<file path="config.mk">
export PLATFORM = sky130hd
export DESIGN_NAME = mux4_rr_arbiter
export DESIGN_NICKNAME = d
export VERILOG_FILES = /design/src/rtl/mux4_arb_pkg.sv /design/src/rtl/rr_pick4.sv /design/src/rtl/mux4_rr_arbiter.sv
export SDC_FILE = /design/constraint.sdc
export NUM_CORES = 1
export LEC_CHECK = 0
export BUFFER_PORTS_ARGS = -buffer_cell sky130_fd_sc_hd__buf_4
export CORE_UTILIZATION = 58
export CTS_BUF_LIST = sky130_fd_sc_hd__clkbuf_4 sky130_fd_sc_hd__clkbuf_8
export DETAILED_ROUTE_END_ITERATION = 16
export PLACE_DENSITY_LB_ADDON = 0.1
export SYNTH_ARGS = -nofsm -noshare
export SYNTH_HDL_FRONTEND = slang
export SYNTH_HIERARCHICAL = 1
export SYNTH_SLANG_ARGS = --single-unit
export TNS_END_PERCENT = 5
</file>
<file path="constraint.sdc">
create_clock -name clk -period 2.1 [get_ports clk]
set_input_delay 0.105 -clock clk [delete_from_list [all_inputs] [get_ports clk]]
set_output_delay 0.105 -clock clk [all_outputs]
set_load 0.005 [all_outputs]
</file>
<file path="src/rtl/mux4_arb_pkg.sv">
// Shared types and constants for the four-way round-robin mux arbiter.
package mux4_arb_pkg;

  localparam int unsigned NUM_REQ = 4;

  typedef enum logic {ST_IDLE, ST_GRANT} state_t;

  localparam logic [1:0] SEL_A = 2'd0;
  localparam logic [1:0] SEL_B = 2'd1;
  localparam logic [1:0] SEL_C = 2'd2;
  localparam logic [1:0] SEL_D = 2'd3;

  function automatic logic [NUM_REQ-1:0] idx_to_onehot(input logic [1:0] idx);
    return 4'b0001 << idx;
  endfunction

endpackage

</file>
<file path="src/rtl/rr_pick4.sv">
// Combinational round-robin pick: first set request after ptr, wrapping, ptr itself last.
module rr_pick4 (
  input  logic [3:0] req,
  input  logic [1:0] ptr,
  output logic [1:0] idx,
  output logic       found
);

  logic [1:0] cand;

  always_comb begin
    idx   = '0;
    found = 1'b0;
    cand  = '0;
    for (int unsigned k = 1; k <= 4; k++) begin
      cand = ptr + k[1:0];
      if (!found && req[cand]) begin
        found = 1'b1;
        idx   = cand;
      end
    end
  end

endmodule

</file>
<file path="src/rtl/mux4_rr_arbiter.sv">
// Round-robin arbiter driving mux4to1 selects and a one-hot grant, with bounded tenure.
module mux4_rr_arbiter
  import mux4_arb_pkg::*;
#(
  parameter int unsigned MAX_HOLD = 8,
  parameter int unsigned CNT_W    = $clog2(MAX_HOLD + 1)
) (
  input  logic       clk,
  input  logic       rst,
  input  logic [3:0] req,
  output logic [3:0] gnt,
  output logic       s1,
  output logic       s2,
  output logic       busy
);

  state_t             state_q, state_nxt;
  logic [3:0]         gnt_q, gnt_nxt;
  logic [1:0]         sel_q, sel_nxt;
  logic [1:0]         last_q, last_nxt;
  logic [CNT_W-1:0]   cnt_q, cnt_nxt;

  logic [1:0]         idle_idx, grant_idx;
  logic               idle_found, others_found;
  logic [3:0]         req_others;
  logic               owner_req;
  logic               hold_max;

  // In GRANT the select register is the owner index, so it doubles as the RR pointer there.
  assign req_others = req & ~idx_to_onehot(sel_q);
  assign owner_req  = req[sel_q];
  assign hold_max   = (cnt_q == CNT_W'(MAX_HOLD - 1));

  rr_pick4 u_pick_idle (
    .req   (req),
    .ptr   (last_q),
    .idx   (idle_idx),
    .found (idle_found)
  );

  rr_pick4 u_pick_grant (
    .req   (req_others),
    .ptr   (sel_q),
    .idx   (grant_idx),
    .found (others_found)
  );

  always_ff @(posedge clk or posedge rst) begin
    if (rst) begin
      state_q <= ST_IDLE;
      gnt_q   <= '0;
      sel_q   <= SEL_A;
      last_q  <= SEL_D;
      cnt_q   <= '0;
    end else begin
      state_q <= state_nxt;
      gnt_q   <= gnt_nxt;
      sel_q   <= sel_nxt;
      last_q  <= last_nxt;
      cnt_q   <= cnt_nxt;
    end
  end

  always_comb begin
    state_nxt = state_q;
    case (state_q)
      ST_IDLE:  if (idle_found) state_nxt = ST_GRANT;
      ST_GRANT: if (!owner_req && !others_found) state_nxt = ST_IDLE;
      default:  state_nxt = ST_IDLE;
    endcase
  end

  always_comb begin
    gnt_nxt  = gnt_q;
    sel_nxt  = sel_q;
    last_nxt = last_q;
    cnt_nxt  = cnt_q;
    case (state_q)
      ST_IDLE: begin
        gnt_nxt = '0;
        if (idle_found) begin
          gnt_nxt  = idx_to_onehot(idle_idx);
          sel_nxt  = idle_idx;
          last_nxt = idle_idx;
          cnt_nxt  = '0;
        end
      end
      ST_GRANT: begin
        if (!owner_req || (others_found && hold_max)) begin
          cnt_nxt = '0;
          if (others_found) begin
            gnt_nxt  = idx_to_onehot(grant_idx);
            sel_nxt  = grant_idx;
            last_nxt = grant_idx;
          end else begin
            gnt_nxt = '0;
          end
        end else if (hold_max) begin
          cnt_nxt = '0;
        end else begin
          cnt_nxt = cnt_q + CNT_W'(1);
        end
      end
      default: gnt_nxt = '0;
    endcase
  end

  assign gnt  = gnt_q;
  assign s1   = sel_q[1];
  assign s2   = sel_q[0];
  assign busy = |gnt_q;

endmodule
</file>
---- After elaboration in Yosys (flattened, before gate mapping) ----
Index checks and enable logic that the tools add are counted.
word-level totals
  flip-flop bits (word level) ............. 13
  output and inout bits ................... 7
cells by class
  add/sub/neg operators ................... 7
  $lt $le $gt $ge ......................... 8
  equality and inequality tests ........... 4
  shifts and indexed selects .............. 3
  muxes and demuxes ....................... 49
  bitwise gates (word level) .............. 3
  reductions and logical operators ........ 19
operator list
  kind                                                                     number
  2-bit by 3-bit < comparator with 1-bit output, second input constant     8
  4-bit 2-to-1 mux                                                         6
  2-bit 2-to-1 mux                                                         11
  1-bit 2-to-1 mux                                                         19
  1-bit binary-select mux with 2-bit select                                9
  4-bit one-hot mux with 2 select lines                                    2
  1-bit by 2-bit << shifter with 4-bit output, first input constant        3
  2-bit adder, second input constant                                       4
  1-bit logical AND                                                        8
  1-bit zero test                                                          8
  2-bit by 1-bit adder with 2-bit output, second input constant            2
  4-bit by 1-bit adder with 4-bit output, second input constant            1
  4-bit AND                                                                1
  4-bit by 3-bit equality test with 1-bit output, second input constant    1
  2-bit by 1-bit inequality test with 1-bit output, second input constant  2
  4-bit NOT                                                                1
  2-bit one-hot mux with 2 select lines                                    1
  4-bit OR reduction                                                       1
  3-bit AND reduction                                                      1
  2-bit inequality test, second input constant                             1
  1-bit one-hot mux with 2 select lines                                    1
  1-bit logical OR                                                         1
  1-bit NOT                                                                1

---- Logic depth before layout (Yosys ltp) ----
Gate-level depths: netlist of the first run.
  depth after elaboration ................. 19
  mapped depth ............................ 8

---- Hierarchy ----
Netlist of the first run, hierarchy kept.
by module, submodules not included
  module           times used  cells an instance  area an instance (um^2)  seq. area each (um^2)
  mux4_rr_arbiter  1           68                 739.5                    327.8
  rr_pick4         2           14                 91.3                     0.0

---- Worst setup path before layout of the first run ----
OpenSTA, ideal clock, no wires.
  path kind ............................... reg2reg
  start point ............................. reg sel_q[0]
  end point ............................... reg sel_q[0]
  setup time .............................. 0.128 ns
  arrival time ............................ 1.699 ns
  required time ........................... 1.972 ns
  setup slack ............................. 0.273 ns
  stages on the path, launching flop included .. 9
  clock period less this slack ............ 1.827 ns
  path through ............................ dfrtp_1 inv_1 a21boi_0 and2b_1 a21oi_2 o221ai_2 inv_1 a21oi_1 mux2_1
RTL lines
  what                                             RTL line               text
  start: declaration                               mux4_rr_arbiter.sv:19  logic [1:0] sel_q, sel_nxt;
  start signal: assignment                         mux4_rr_arbiter.sv:58  sel_q <= sel_nxt;
  1-bit by 2-bit << shifter with 4-bit output (*)  mux4_arb_pkg.sv:14     return 4'b0001 << idx;
  4-bit NOT (*)                                    mux4_rr_arbiter.sv:30  assign req_others = req & ~idx_to_onehot(sel_q);
  4-bit AND (*)                                    mux4_rr_arbiter.sv:30
  named net req_others[2]                          mux4_rr_arbiter.sv:25  logic [3:0] req_others;
  1-bit binary-select mux with 2-bit select        rr_pick4.sv:17         if (!found && req[cand]) begin
  1-bit 2-to-1 mux (implied by the code)           rr_pick4.sv:17
  1-bit 2-to-1 mux                                 rr_pick4.sv:17
  1-bit zero test                                  rr_pick4.sv:17
  [4 not listed]                                   n/a
  1-bit 2-to-1 mux                                 rr_pick4.sv:17
  1-bit zero test                                  rr_pick4.sv:17
  1-bit logical AND                                rr_pick4.sv:17
  2-bit 2-to-1 mux (*)                             rr_pick4.sv:17
  named net grant_idx[0]                           mux4_rr_arbiter.sv:23  logic [1:0] idle_idx, grant_idx;
  2-bit 2-to-1 mux (*)                             mux4_rr_arbiter.sv:91  if (others_found) begin
  2-bit 2-to-1 mux (*)                             mux4_rr_arbiter.sv:89  if (!owner_req || (others_found && hold_max)) begin
  2-bit one-hot mux with 2 select lines (*)        mux4_rr_arbiter.sv:78  case (state_q)
The timed path passes the listed nets; every way through them passes the cells marked *. The select of a mux whose other input is x is not followed.
A chain may end at the register's enable or synchronous reset.

---- Final worst setup path of the first run ----
Same ends and word-level chain as after synthesis.

==> flow_summary.yaml, run 1 <==
yosys:
  yosysMostFrequentCell: "dfrtp_1"
  syn_inst: 96
  yosysUniqueCellTypes: 31
  synth_area_sq_um: 922
  syn_nets: 103
  synth_top_area_frac: 0.299
  synth_area_per_cell_sq_um: 9.61
  synth_common_cells: "11 x dfrtp_1, 8 x mux2_2, 8 x nor2_1"
  synth_edf_count: 0
  yosysWarnings: 6
  ys_ff_latch: 13
  synth_area_leaders: "dfrtp_1 30%, mux2_2 9.8%, dfstp_2 5.7%"
  seq_area_frac_synth: 0.355
  ys_async_sr_fraction: 1.00
  post-synth-top-area-cell: "dfrtp_1"
  synth_flop_cell: "dfrtp_1"
cells_and_area:
  utilization: 0.739
  postLayoutCellArea_sq_um: 1100
  diodes: 0
  stdcell_count: 131
  layout.nets: 123
  drive_gt1_frac: 0.339
  area_growth_pct: 19.3
setup_path:
  cp_max_fo: 9
  arrival_ps: 2120
  cp_common_cell: "inv_1"
  worstPathRequired_ps: 2260
  cp_slowest_cell: "dfrtp_2"
  end_kind: "flip-flop"
  slowest_delay_ps: 460
  critPathKind: "flip-flop to flip-flop"
  worst_setup_path_start_kind: "flip-flop"
  path_cells: "inv_1 > a21boi_1 > and2b_1 > a21oi_2 > o221ai_2 > inv_1 > a21oi_1 > mux2_1"
sta:
  holdWs_ps: 364
  slew_violations: 0
  setup_viol: 0
  post-route-min-period_ps: 1960
  skew_ps: 4.32
  timing.fmax_mhz: 511
  rsz0062_at_grt: "no"
  worstMarginPinSlew_ps: 506
  period_share: 0.931
  tns_ps: 0
  hold_viol: 0
  setup_slack_ps: 144
  max-slew-margin-rel: 0.662
power_and_ir_drop:
  finalPower_mw: 1.58
  power_density_nw_per_um2: 1430
  p_leak_nw: 0.489
  ir_drop_uv: 878
route:
  drtAntennaViolNets: 0
  wirelength_mm: 2.06
  routedWlPerCell_microns: 15.7
  num_vias: 803
  drt_iter0_drc: 47
  route.detailed.drc: 0
  first_pass_iters: 4
  avgViaCountPerCell: 6.13
placement:
  hpwl_mm: 1.45
  io_buffers: 12
  placed_cell_area_sq_um: 1050
  gp_routability_congestion: 0.827
  placed_cells: 126
  dp_slack_ps: -29.8
global_route:
  antenna_found_initial: 0
  grt_max_degree: 14
  grt_overflow: 0
  grt_pass1_vias: 766
  grt_pass1_wl_mm: 3.43
  track_usage: 0.253
clock_network:
  clock_sinks: 13
  post_cts_buffers: 0
  clk_pin_slew_ps: 80
  htreeDepth: 1
  cts-root-buf: "clkbuf_4"
  numCtsBuffers: 3
  clkLatencyLatePin_ps: 280
  cts_tree: "built"
  clock_path_buffers: 2
hold_path:
  hold_class: "input pin to flip-flop"
floorplanning:
  num_rows: 14
  fp.dieArea_sq_um: 1750
  core_sq_um: 1490
  die_w_microns: 41.9
  ioPinCount: 13
  die_h_microns: 41.9
  floorplan.initialDensity: 0.619
flow_run:
  maxCapViolCount: 0
status:
  status: "complete, no violations"
## worst max-delay path, delay by kind of cell (launching register included)
family,cells,cell delay [ps]
AOI/OAI and AO/OA,4,620
muxes,1,310
DFF,1,460
and+or+nand+nor,1,250
buffers and inverters,2,200
## flip-flops by register name, indices dropped and copies added, names as in the netlist
name     count
last_q       2
sel_q        2
state_q      1
cnt_q        4
gnt          4
## worst paths after layout
kind | start | end | slack (ps) | cells after the start
setup reg to reg | sel_q[0] | sel_q[0] | 140 | 8
hold reg to reg | cnt_q[1] | cnt_q[1] | 510 | 2
max in group asynchronous | rst | sel_q[0] | 1310 | 3
min in group asynchronous | rst | sel_q[1] | 430 | 3
setup / recovery | sel_q[0] | sel_q[0] | 140 | 8
hold / removal | req[2] | cnt_q[1] | 360 | 6
## metal layers
layer | global-route usage | routed length (microns)
met5 | 0 | 0
met3 | 0.0391 | 69
met1 | 0.321 | 922
met2 | 0.447 | 1020
met4 | 0.0581 | 46
## cell families after synthesis
group / after synthesis / share of synthesized area
AO/OA/AOI/OAI: 24 / 0.209
adder cells (fa/ha/maj): 1 / 0.0136
buffers and inverters: 9 / 0.0366
flip-flops: 13 / 0.355
multiplexers: 14 / 0.178
AND/OR/NAND/NOR: 35 / 0.208
## where the power goes
| part | total (mW) | switching, mW | internal, mW |
|---|---|---|---|
| Clock | 0.170 | 0.0835 | 0.0865 |
| Combinational | 0.923 | 0.441 | 0.482 |
| Sequential | 0.485 | 0.118 | 0.367 |
| Total | 1.58 | 0.642 | 0.936 |
## what timing repair did
| action | CTS | global route |
|---|---|---|
| hold endpoints to repair | 11 | 0 |
| setup endpoints to repair | 2 | 7 |
| gates resized for setup | 1 | 2 |
| hold buffers | 1 | 0 |
## cell type report
type / instances / area, sq um
Fill cell: 109 / 389
Multi-Input combinational cell: 74 / 564
Clock buffer: 4 / 30.0
Timing Repair Buffer: 17 / 130
Inverter: 7 / 26.3
Sequential cell: 13 / 329
Tap cell: 16 / 20.0
## cells in the final DEF, fill, tap and decap left out, drive strengths merged, types with 5 or more instances in the layout
| cell type | Yosys | final |
|---|---|---|
| buf | 0 | 16 |
| dfrtp | 11 | 11 |
| mux2 | 9 | 9 |
| nor2 | 8 | 8 |
| inv | 7 | 7 |
| a21oi | 7 | 7 |
| nand2 | 6 | 6 |
| nand2b | 6 | 6 |
| nand3 | 5 | 5 |
Power figures use the tool's default switching activity.
==> inputs of run 2 (changes only) <==
--- a/config.mk
+++ b/config.mk
@@ -6,8 +6,9 @@
 export NUM_CORES = 1
 export LEC_CHECK = 0
 export BUFFER_PORTS_ARGS = -buffer_cell sky130_fd_sc_hd__buf_4
-export CORE_UTILIZATION = 58
+export CORE_UTILIZATION = 52
 export CTS_BUF_LIST = sky130_fd_sc_hd__clkbuf_4 sky130_fd_sc_hd__clkbuf_8
+export CTS_CLUSTER_SIZE = 30
 export DETAILED_ROUTE_END_ITERATION = 16
 export PLACE_DENSITY_LB_ADDON = 0.1
 export SYNTH_ARGS = -nofsm -noshare
==> constraint.sdc (replaced) <==
create_clock -name clk -period 1.7 [get_ports clk]
set_input_delay 0.085 -clock clk [delete_from_list [all_inputs] [get_ports clk]]
set_output_delay 0.085 -clock clk [all_outputs]
set_load 0.005 [all_outputs]
==> run 2 against run 1 <==
Compared with the run above: the run now ends with negative setup slack left; wire length up 9.2%; die area up 11%; combinational power up 44%; power up 38%; critical path depth shrank 1; highest routed layer unchanged; clock power grew 36%; final cell count rose by 3.8%; design area rose by 8.9%; global-route usage rose by 1.2 points; utilization grew 2.1 points; via count is 5.6% higher; largest power group unchanged; first-iteration DRC count down 13%.
==> flow_summary.yaml, run 2 (synthesis results as in run 1) <==
status:
  status: "finished, violations left"
  violations: "negative setup slack"
placement:
  gp_routability_congestion: 0.812
  placed_cells: 129
  io_buffers: 12
  hpwl_mm: 1.54
setup_path:
  cp_slowest_cell: "dfrtp_2"
  critPathKind: "flip-flop to flip-flop"
  arrival_ps: 1970
  startpoint: "sel_q[0]"
  rr_worst_depth: 7
  worstPathRequired_ps: 1890
  end_kind: "flip-flop"
  cp_max_fo: 7
  path_cells: "inv_2 > o21a_4 > nor2_1 > nand2_2 > mux2i_1 > a31oi_4 > mux2_1"
  worst_setup_path_start_kind: "flip-flop"
  reg2reg_from: "sel_q[0]"
  slowest_delay_ps: 460
power_and_ir_drop:
  ir_drop_uv: 1030
  power_density_nw_per_um2: 1820
  p_leak_nw: 0.532
  finalPower_mw: 2.18
clock_network:
  cts-root-buf: "clkbuf_4"
  htreeDepth: 1
  clock_path_buffers: 2
  clkLatencyLatePin_ps: 300
  cts_tree: "built"
  clock_sinks: 13
  numCtsBuffers: 3
  clk_pin_slew_ps: 90
hold_path:
  worstHoldStart: "req[0]"
  hold_class: "input pin to flip-flop"
  hold_depth: 5
cells_and_area:
  diodes: 0
  stdcell_count: 136
  utilization: 0.760
  seqCellArea_sq_um: 330
  multiInputGateArea_sq_um: 623
  area_growth_pct: 29.9
  layout.nets: 128
  fill_cells: 99
  final_common_cell: "buf_4"
  drive_gt1_frac: 0.467
  layout_common_cells: "21 x buf_4, 9 x dfrtp_1, 8 x nor2_1"
global_route:
  antenna_found_initial: 0
  grt_pass1_wl_mm: 3.64
  track_usage: 0.264
  grt_overflow: 0
  grt_pass1_vias: 764
  grt_max_degree: 17
sta:
  max-slew-margin-rel: 0.660
  holdWs_ps: 342
  setup_slack_ps: -84.5
  period_share: 1.05
  post-route-min-period_ps: 1780
  skew_ps: 7.82
  rsz0062_at_grt: "yes"
  timing.fmax_mhz: 560
  slew_violations: 0
  setup_viol: 8
  worstMarginPinSlew_ps: 510
  hold_viol: 0
route:
  routedWlPerCell_microns: 16.5
  avgViaCountPerCell: 6.24
  wirelength_mm: 2.25
  route.detailed.drc: 0
  drtAntennaViolNets: 0
  first_pass_iters: 4
  drt_iter0_drc: 41
  num_vias: 848
flow_run:
  maxCapViolCount: 0
floorplanning:
  ioPinCount: 13
  num_rows: 14
  floorplan.initialDensity: 0.585
  fp.dieArea_sq_um: 1950
  die_w_microns: 44.1
  core_sq_um: 1580
  die_h_microns: 44.1
[run 2: changes by cell type in the layout (fill, tap and decap cells not counted), moves of 2 or more]
cell      change
buf_4         +5
a21oi_2       +3
a21oi_1       -3
inv_1         -2
inv_2         +2
a21boi_4      +2
[run 2: layer usage]
layer / vias up / track usage / routed length [microns]
li1: 401 / - / -
met1: 413 / 0.384 / 1070
met2: 27 / 0.341 / 985
met3: 7 / 0.0612 / 121
met4: 0 / 0.188 / 70
met5: - / 0 / 0
[run 2: path summary, 6_finish.rpt]
check / end / slack [ps]
worst max-delay path: sel_q[0] / -80
worst min-delay path: state_q / 340
max in group asynchronous: sel_q[1] / 950
min in group asynchronous: gnt[2] / 380
worst max register to register: sel_q[0] / -80
worst min register to register: cnt_q[1] / 520
[run 2: area by class of cell]
type,instances,area share
clock buffers,4,0.0251
flip-flops and latches,13,0.276
repair buffers,22,0.140
inverters,7,0.0219
well taps,16,0.0167
multi-input cells,74,0.520
[run 2: power by group]
part           switching [mW]  internal [mW]  leakage, nW
clock network           0.123          0.108       0.0184
registers               0.162          0.456        0.158
logic                   0.616          0.718        0.356
[run 2: critical path: cells and delay by family, from the launching register on]
family,cells,cell delay (ps)
DFF,1,460
muxes,2,590
and+or+nand+nor,2,250
AOI/OAI and AO/OA,2,290
buffers and inverters,1,80
[run 2: repair_timing]
item | 4_1_cts | 5_1_grt
setup buffers | 1 | 1
setup endpoints to repair | 8 | 9
gates resized for setup | 9 | 7
hold endpoints to repair | 11 | 0
pin swaps | 3 | 3
hold buffers | 1 | 0
[run 2: per-stage QoR]
step	TNS, ps	cell area (sq um)	setup slack (ps)
3_5_place_dp	-930	1080	-153
4_1_cts	-319	1150	-52.9
5_1_grt	-1030	1200	-168
3_3_place_gp	-446	1080	-110
6_report	-419	1200	-84.5
2_1_floorplan	-38.1	923	-25.3
